File: src/rtl/exe_stage.sv
// Execute stage: operand forwarding from MEM/WB, single-cycle ALU, a 32-step
// shift-add multiplier that stalls upstream, and the EXE/MEM output register.
module exe_stage #(
  parameter int XLEN       = 32,
  parameter int REGW       = 5,
  parameter int MUL_CYCLES = 32
) (
  input  logic            clk,
  input  logic            rst,
  input  logic [XLEN-1:0] val1_in,
  input  logic [XLEN-1:0] val2_in,
  input  logic [XLEN-1:0] st_value_in,
  input  logic            val2_is_imm,
  input  logic [REGW-1:0] src1_in,
  input  logic [REGW-1:0] src2_in,
  input  logic [REGW-1:0] dest_in,
  input  logic [3:0]      exe_cmd_in,
  input  logic            wb_en_in,
  input  logic            mem_r_en_in,
  input  logic            mem_w_en_in,
  input  logic            mem_fwd_en,
  input  logic [REGW-1:0] mem_fwd_dest,
  input  logic [XLEN-1:0] mem_fwd_val,
  input  logic            wb_fwd_en,
  input  logic [REGW-1:0] wb_fwd_dest,
  input  logic [XLEN-1:0] wb_fwd_val,
  input  logic            flush,
  output logic            stall,
  output logic [XLEN-1:0] alu_result,
  output logic [XLEN-1:0] st_value,
  output logic [REGW-1:0] dest,
  output logic            wb_en,
  output logic            mem_r_en,
  output logic            mem_w_en
);

  localparam int             CNTW     = $clog2(MUL_CYCLES) + 1;
  localparam logic [CNTW-1:0] CNT_LAST = CNTW'(MUL_CYCLES - 1);

  localparam logic ST_IDLE = 1'b0;
  localparam logic ST_RUN  = 1'b1;

  localparam logic [3:0] CMD_ADD = 4'd0;
  localparam logic [3:0] CMD_SUB = 4'd2;
  localparam logic [3:0] CMD_AND = 4'd4;
  localparam logic [3:0] CMD_OR  = 4'd5;
  localparam logic [3:0] CMD_NOR = 4'd6;
  localparam logic [3:0] CMD_XOR = 4'd7;
  localparam logic [3:0] CMD_SLL = 4'd8;
  localparam logic [3:0] CMD_SRA = 4'd9;
  localparam logic [3:0] CMD_SRL = 4'd10;
  localparam logic [3:0] CMD_SLT = 4'd11;
  localparam logic [3:0] CMD_MUL = 4'd12;

  logic                   state_q, state_d;
  logic [CNTW-1:0]        cnt_q, cnt_d;
  logic [XLEN-1:0]        mcand_q, mcand_d;
  logic [XLEN-1:0]        mplier_q, mplier_d;
  logic [XLEN-1:0]        acc_q, acc_d;
  logic [XLEN-1:0]        cap_st_q, cap_st_d;
  logic [REGW-1:0]        cap_dest_q, cap_dest_d;
  logic                   cap_wb_q, cap_wb_d;
  logic                   cap_mr_q, cap_mr_d;
  logic                   cap_mw_q, cap_mw_d;

  logic [XLEN-1:0]        res_q, res_d;
  logic [XLEN-1:0]        st_q, st_d;
  logic [REGW-1:0]        dest_q, dest_d;
  logic                   wb_q, wb_d;
  logic                   mr_q, mr_d;
  logic                   mw_q, mw_d;

  logic [XLEN-1:0]        op1, op2, st_fwd, alu_res;
  logic signed [XLEN-1:0] op1_s, op2_s;
  logic [4:0]             shamt;
  logic                   mem_hit1, wb_hit1, mem_hit2, wb_hit2;
  logic                   is_mul, mul_issue, mul_last;
  logic [XLEN-1:0]        acc_step;

  // Register 0 is hard-wired, so it never matches a forwarding source.
  assign mem_hit1 = mem_fwd_en && (src1_in != '0) && (mem_fwd_dest == src1_in);
  assign wb_hit1  = wb_fwd_en  && (src1_in != '0) && (wb_fwd_dest  == src1_in);
  assign mem_hit2 = mem_fwd_en && (src2_in != '0) && (mem_fwd_dest == src2_in);
  assign wb_hit2  = wb_fwd_en  && (src2_in != '0) && (wb_fwd_dest  == src2_in);

  // Operand selection: MEM beats WB; immediates bypass forwarding but store data never does.
  always_comb begin
    op1 = val1_in;
    if (mem_hit1)     op1 = mem_fwd_val;
    else if (wb_hit1) op1 = wb_fwd_val;
    op2 = val2_in;
    if (!val2_is_imm) begin
      if (mem_hit2)     op2 = mem_fwd_val;
      else if (wb_hit2) op2 = wb_fwd_val;
    end
    st_fwd = st_value_in;
    if (mem_hit2)     st_fwd = mem_fwd_val;
    else if (wb_hit2) st_fwd = wb_fwd_val;
  end

  assign op1_s = op1;
  assign op2_s = op2;
  assign shamt = op2[4:0];

  // Single-cycle ALU; MUL and undefined codes yield 0 here.
  always_comb begin
    case (exe_cmd_in)
      CMD_ADD: alu_res = op1 + op2;
      CMD_SUB: alu_res = op1 - op2;
      CMD_AND: alu_res = op1 & op2;
      CMD_OR:  alu_res = op1 | op2;
      CMD_NOR: alu_res = ~(op1 | op2);
      CMD_XOR: alu_res = op1 ^ op2;
      CMD_SLL: alu_res = op1 << shamt;
      CMD_SRA: alu_res = op1_s >>> shamt;
      CMD_SRL: alu_res = op1 >> shamt;
      CMD_SLT: alu_res = {{(XLEN-1){1'b0}}, (op1_s < op2_s)};
      default: alu_res = '0;
    endcase
  end

  assign is_mul    = (exe_cmd_in == CMD_MUL);
  assign mul_issue = (state_q == ST_IDLE) && is_mul && !flush;
  assign mul_last  = (state_q == ST_RUN) && (cnt_q == CNT_LAST);
  assign acc_step  = acc_q + (mplier_q[0] ? mcand_q : '0);
  assign stall     = mul_issue || ((state_q == ST_RUN) && (cnt_q != CNT_LAST) && !flush);

  // Multiplier sequencing: capture at issue, one shift-add step per RUN cycle.
  always_comb begin
    state_d    = state_q;
    cnt_d      = cnt_q;
    mcand_d    = mcand_q;
    mplier_d   = mplier_q;
    acc_d      = acc_q;
    cap_st_d   = cap_st_q;
    cap_dest_d = cap_dest_q;
    cap_wb_d   = cap_wb_q;
    cap_mr_d   = cap_mr_q;
    cap_mw_d   = cap_mw_q;
    if (flush) begin
      state_d = ST_IDLE;
      cnt_d   = '0;
    end else if (state_q == ST_IDLE) begin
      if (is_mul) begin
        state_d    = ST_RUN;
        cnt_d      = '0;
        mcand_d    = op1;
        mplier_d   = op2;
        acc_d      = '0;
        cap_st_d   = st_fwd;
        cap_dest_d = dest_in;
        cap_wb_d   = wb_en_in;
        cap_mr_d   = mem_r_en_in;
        cap_mw_d   = mem_w_en_in;
      end
    end else begin
      acc_d    = acc_step;
      mcand_d  = mcand_q << 1;
      mplier_d = mplier_q >> 1;
      cnt_d    = cnt_q + 1'b1;
      if (cnt_q == CNT_LAST) begin
        state_d = ST_IDLE;
        cnt_d   = '0;
      end
    end
  end

  // EXE/MEM next value: bubble unless a single-cycle op or the final MUL step completes.
  always_comb begin
    res_d  = '0;
    st_d   = '0;
    dest_d = '0;
    wb_d   = 1'b0;
    mr_d   = 1'b0;
    mw_d   = 1'b0;
    if (!flush) begin
      if ((state_q == ST_IDLE) && !is_mul) begin
        res_d  = alu_res;
        st_d   = st_fwd;
        dest_d = dest_in;
        wb_d   = wb_en_in;
        mr_d   = mem_r_en_in;
        mw_d   = mem_w_en_in;
      end else if (mul_last) begin
        res_d  = acc_step;
        st_d   = cap_st_q;
        dest_d = cap_dest_q;
        wb_d   = cap_wb_q;
        mr_d   = cap_mr_q;
        mw_d   = cap_mw_q;
      end
    end
  end

  // Multiplier state registers.
  always_ff @(posedge clk or negedge rst) begin
    if (!rst) begin
      state_q    <= ST_IDLE;
      cnt_q      <= '0;
      mcand_q    <= '0;
      mplier_q   <= '0;
      acc_q      <= '0;
      cap_st_q   <= '0;
      cap_dest_q <= '0;
      cap_wb_q   <= 1'b0;
      cap_mr_q   <= 1'b0;
      cap_mw_q   <= 1'b0;
    end else begin
      state_q    <= state_d;
      cnt_q      <= cnt_d;
      mcand_q    <= mcand_d;
      mplier_q   <= mplier_d;
      acc_q      <= acc_d;
      cap_st_q   <= cap_st_d;
      cap_dest_q <= cap_dest_d;
      cap_wb_q   <= cap_wb_d;
      cap_mr_q   <= cap_mr_d;
      cap_mw_q   <= cap_mw_d;
    end
  end

  // EXE/MEM output register.
  always_ff @(posedge clk or negedge rst) begin
    if (!rst) begin
      res_q  <= '0;
      st_q   <= '0;
      dest_q <= '0;
      wb_q   <= 1'b0;
      mr_q   <= 1'b0;
      mw_q   <= 1'b0;
    end else begin
      res_q  <= res_d;
      st_q   <= st_d;
      dest_q <= dest_d;
      wb_q   <= wb_d;
      mr_q   <= mr_d;
      mw_q   <= mw_d;
    end
  end

  assign alu_result = res_q;
  assign st_value   = st_q;
  assign dest       = dest_q;
  assign wb_en      = wb_q;
  assign mem_r_en   = mr_q;
  assign mem_w_en   = mw_q;

endmodule

File: config.mk
export PLATFORM = sky130hd
export DESIGN_NAME = exe_stage
export DESIGN_NICKNAME = d
export VERILOG_FILES = /design/src/rtl/exe_stage.sv
export SDC_FILE = /design/constraint.sdc
export NUM_CORES = 1
export LEC_CHECK = 0
export CAP_MARGIN = 20
export CORE_ASPECT_RATIO = 0.5
export CORE_MARGIN = 2
export CORE_UTILIZATION = 55
export DETAILED_ROUTE_END_ITERATION = 12
export PLACE_DENSITY_LB_ADDON = 0.3
export SETUP_SLACK_MARGIN = 0.15
export SYNTH_ARGS = -nofsm -noshare
export SYNTH_HDL_FRONTEND = slang
export SYNTH_SLANG_ARGS = --single-unit
File: constraint.sdc
create_clock -name clk -period 9.9 [get_ports clk]
set_input_delay 1.485 -clock clk [delete_from_list [all_inputs] [get_ports clk]]
set_output_delay 1.485 -clock clk [all_outputs]
set_load 0.01 [all_outputs]
Yosys cells after proc, flatten, opt, wreduce, memory -nomap -nowiden
Index checks and enable logic that the tools add are counted.

Add/subtract/negate cells: 4. Magnitude comparators: 1. Equality and inequality tests: 16. Shift operators: 3. Mux-type cells: 41. Bitwise operators: 6. Reductions and logical operators: 24.

Operators by type and width (count): $mux W32 (20); $pmux W32 S10 (1); $add A32 B32 Y32 (2); $and A32 B32 Y32 (1); $lt A32 B32 Y1 (1); $not A32 Y32 (1); $or A32 B32 Y32 (1); $shl A32 B5 Y32 (1); $shr A32 B5 Y32 (1); $sshr A32 B5 Y32 (1); $sub A32 B32 Y32 (1); $xor A32 B32 Y32 (1); $mux W6 (4); $eq A4 B4 Y1 const B (5); $eq A5 B5 Y1 (4); $eq A4 B3 Y1 const B (4); $mux W5 (3); $logic_and A1 B1 Y1 (14); $mux W1 (13); $reduce_bool A5 Y1 (2); $add A6 B1 Y6 const B (1); $eq A6 B5 Y1 const B (1); $ne A6 B5 Y1 const B (1); $eq A4 B2 Y1 const B (1); other kinds (8) (10).

Register bits after elaboration: 215. Bits of input ports: 198. Output and inout port bits: 73. Logic and storage cells: 111.

Depth between registers and ports, before layout
Depth after elaboration: 11. Mapped depth: 24. Gate-level depth less buffers: 20.

Worst setup path before layout
OpenSTA, ideal clock, no wires.

Kind: input to register. Start point: input src2_in[1]. End point: register res_q[30], in the netlist alu_result[30]. Setup time: 0.127 ns. Data arrival time: 6.340 ns. Data required time: 9.773 ns. Path slack: 3.433 ns. Cell stages on the path: 22. Path buffers: 5. Path through: or4_4 -> nor2_2 -> or3_1 -> buf_4 -> nor2_2 -> a221oi_4 -> buf_2 -> buf_2 -> clkbuf_1 -> ha_1 -> clkbuf_1 -> o21ba_2 -> o311ai_0 -> o21ai_1 -> a2111oi_0 -> o21bai_1 -> a311o_1 -> o21a_1 -> o21ai_1 -> o2111ai_1 -> a32oi_1 -> o21ai_1.

Cells in the longest elaborated chain, start to end: 11. Elaborated cells between the ends (all ways): 22. Those cells by class: 2 x add/sub; 2 x eq/ne; 3 x shift; 6 x mux; 4 x bitwise; 5 x reduce/logical.

RTL lines: start, declared (RTL line 15) `input logic [REGW-1:0] src2_in,`; $reduce_bool A5 Y1 (RTL line 83, 84); $logic_and A1 B1 Y1 (2 in a row) (RTL line 84) `assign wb_hit2 = wb_fwd_en && (src2_in != '0) && (wb_fwd_dest == src2_in);`; $mux W32 (RTL line 94) `else if (wb_hit2) op2 = wb_fwd_val;`; $mux W32 * (RTL line 93) `if (mem_hit2) op2 = mem_fwd_val;`; $mux W32 * (RTL line 92) `if (!val2_is_imm) begin`; branches (longest 2 deep; another with $sub A32 B32 Y32); $pmux W32 S10 * (RTL line 107) `case (exe_cmd_in)`; $mux W32 * (RTL line 177) `if ((state_q == ST_IDLE) && !is_mul) begin`; $mux W32 * (RTL line 176) `if (!flush) begin`; named net res_d[30] (RTL line 66) `logic [XLEN-1:0] res_q, res_d;`; end signal, assigned (RTL line 232) `res_q <= res_d;`; end, declared (RTL line 66).

Mark *: on every way through the listed nets, which the timed path passes. A chain may end at the register's enable or synchronous reset.

Worst setup path after layout
Start point: input src2_in[1]. End point: register res_q[28], in the netlist alu_result[28].

Same word-level chain as after synthesis.

==> results.txt <==
Antenna violations before repair = 12
Final Wtd Congestion = 1.11
Die Height = 145 um
Worst Hold Depth = 2
P_leak = 10.8 nW
DP Wirelength = 73.8 mm
Clk_lat worst skew = 0.55 ns
Drt wl/cell = 28.4 um
Post-synthesis sequential area ratio = 24.6%
Mapped Cells = 2,797
Final hold vios = 0
CTS tree = built
Worst Path Arrival = 8.31 ns
Hold wc startpoint = mplier_q[2]
Crit-path max cell delay = 0.84 ns
Setup TNS = 0 ns
# Post-CTS Setup Buffers = 0
Total number of vias = 24,900
DRC viols = 0
Primary FF master, synth = dfrtp_1
Worst path slowest cell = o41ai_1
Resized cells post-CTS = 0
Asr flop ratio synth = 100%
Slew Limit Fails = 0
CTS root buffer = clkbuf_16
FF-to-FF path depth = 13
Fill count = 3,362
Syn nets = 3,134
Status = complete, no violations
Clock power share = 25.2%
Commonest non-fill, non-tap cell in the layout = nand2_1
PD cells = 136 nW/um2
Max cap viols = 0
Reg power frac = 33.1%
Pre-CTS setup slack = 1.66 ns
Layout cells sized above 1 = 9.11%
Distinct cell type count after synthesis = 96
FF-to-FF Start = mplier_q[0]
Chip width = 286 um
H-Tree Depth = 1
Area taken by flip-flops and latches = 5380 um2
Largest net degree at the start of global routing = 93
Maximum VDD drop = 0.150 mV
Clk_skew = 0.0145 ns
CTS Hold Buffers Added = 0
Hold endpoint = mplier_q[2]
ANT nets after route = 0
Number of buffers created by CTS = 22
Post-route clock period utilization = 79.4%
Max Clk Rate = 127 MHz
Starting Density = 56.0%
Int Pwr = 2.06 mW
Die ar. = 41,500 um2
Port Buffers = 270
# setup viols final = 0
Worst path cell trace = clkdlybuf4s50_1, or4_4, o211ai_4, or2_2, buf_4, nand2_1, buf_4, nor2_1, nor2_1, o22ai_1, inv_1, ha_1, inv_1, o211ai_1, a311oi_1, o311ai_0, o211ai_1, o22ai_1, o41ai_1, a21oi_1, a211oi_1, o2111ai_1, and3_1
Synth warnings = 0
Sw Ratio = 40.5%
Startpoint Class = input pin
Tot GR Track Use = 46.0%
Final nets = 3,278
Mean Syn Cell Area = 7.82 um2
Cell Rows = 51
FF+latch count, synth = 215
GRT Residual Overflow = 0
Min cycle time layout = 7.86 ns
Crit path capture type = flop
Worst-Margin Slew = 1.38 ns
Commonest cells after routing, fill and taps aside = 293 x nand2_1, 266 x clkdlybuf4s50_1, 262 x nor2_1
Clk sinks = 215
First-pass GRT wire length = 146 mm
Switching power = 1.40 mW
Worst EP required = 10.34 ns
Area Growth Syn to Fin = 16.8%
Routed vias/inst = 7.13
Number of DRC markers in iteration 0 = 4,091
RSZ-0062 raised after global routing = false
Multi-input logic area = 15,100 um2
Clock slew at reported path FFs = 0.07 ns
Final worst slack = 2.04 ns
R2r endpoint = alu_result[23]
Number of global-route vias before repair = 22,800
Crit path max fanout = 25
Hold crit path type = reg -> reg
Synth Cell Area = 21,900 um2
Reg2reg setup slack = 5.08 ns
I/O pin cnt = 271
Core Region = 39,100 um2
Setup CP Type = in -> reg
Final wirelength = 99.3 mm
Max Buffers Root-to-Sink = 3
Worst slew margin = 7.70%
Combinational share of power = 41.8%
DR pass1 iterations = 11
Number of synthesized flops with an enable pin = 0
-- metal layers --
layer  vias up  global-route usage [%]  share of wire (%)
met2      1949                    62.9                 39
met3       338                    19.3                 17
met4         4                    14.3                4.0
met5         -                       0              0.020
met1     12000                    64.9                 40
li1      10700                       -                  -
-- sequential cells by signal (all words and copies together), names as in the netlist, 5 cells and up --
register and cells:
acc_q 32, alu_result 32, cap_st_q 32, mcand_q 32, mplier_q 32, st_value 32, cnt_q 6, cap_dest_q 5
dest 5
-- Yosys cell counts (20+ instances only) --
cell | instances | area [um2]
nand2_1 | 293 | 1100
nor2_1 | 264 | 991
o21ai_0 | 232 | 1160
dfrtp_1 | 215 | 5380
a21oi_1 | 160 | 801
clkbuf_1 | 143 | 537
ha_1 | 136 | 1700
inv_1 | 109 | 409
mux2i_1 | 109 | 1090
nand3_1 | 103 | 515
mux2_2 | 73 | 822
a31oi_1 | 72 | 450
nor3_1 | 65 | 325
a22o_1 | 64 | 561
o211ai_1 | 64 | 480
o22ai_1 | 48 | 300
xnor2_1 | 44 | 385
and2_1 | 35 | 219
o21ai_1 | 33 | 165
a21o_1 | 30 | 225
a211oi_1 | 29 | 218
buf_2 | 29 | 145
a221oi_1 | 26 | 228
buf_1 | 23 | 86.3
nand2b_1 | 20 | 125
o221ai_1 | 20 | 175
-- power groups by stage --
stage          clock network [mW]  registers [mW]  logic [mW]
6_report                    0.871            1.14        1.45
5_1_grt                     0.904            1.16        1.53
4_1_cts                     0.869            1.14        1.37
3_5_place_dp                    0            1.16        1.36
3_3_place_gp                    0            1.15        1.34
2_1_floorplan                   0            1.13       0.863
-- area by class of cell --
class	count	area share, %
Inverter	119	1.75
Tap cell	530	2.60
Multi-Input combinational cell	2246	59.2
Antenna cell	10	0.0980
Timing Repair Buffer	337	12.5
Clock buffer	31	2.49
Sequential cell	215	21.1
Clock inverter	6	0.274
-- worst max path at each step --
stage | from | end | slack [ns] | cells past startpoint
2_1_floorplan | src2_in[1] | alu_result[30] | 3.43 | 22
3_3_place_gp | src2_in[1] | alu_result[31] | 1.74 | 22
3_5_place_dp | src2_in[1] | alu_result[25] | 1.66 | 21
4_1_cts | src2_in[1] | alu_result[31] | 2.18 | 22
5_1_grt | src2_in[1] | alu_result[28] | 1.67 | 23
6_report | src2_in[1] | alu_result[28] | 2.04 | 23
-- kinds of logic (layout without fill, tap and decap cells) --
| logic type | Yosys count | after routing | synth area share [%] |
|---|---|---|---|
| buffers and inverters | 336 | 493 | 6.43 |
| XOR/XNOR | 60 | 60 | 2.40 |
| flip-flops | 215 | 215 | 24.6 |
| multiplexers | 184 | 184 | 8.95 |
| other | 0 | 10 | 0 |
| AND/OR/NAND/NOR | 864 | 864 | 17.6 |
| AO/OA/AOI/OAI | 999 | 999 | 31.9 |
| adder cells (fa/ha/maj) | 139 | 139 | 8.06 |
-- metrics by stage --
stage               utilization, %  total power [mW]  cell area (um2)  hold WS [ns]  std cells
floorplan                        -              1.99            21900         0.450       2797
global placement              63.5              2.48            24800         0.462       3445
detailed placement            63.5              2.52            24800         0.473       3445
CTS                           65.3              3.38            25500         0.481       3482
global route                  65.4              3.59            25500         0.501       3492
finish                        65.4              3.46            25500         0.481       3494
-- worst max-delay path: cells and delay by family --
kind / cells / cell delay (ns)
AO/OA/AOI/OAI: 11 / 3.20
AND/OR/NAND/NOR: 6 / 1.72
buffers and inverters: 5 / 1.43
adder cells (fa/ha/maj): 1 / 0.44
Note: power is estimated with default switching activity, not from simulation.
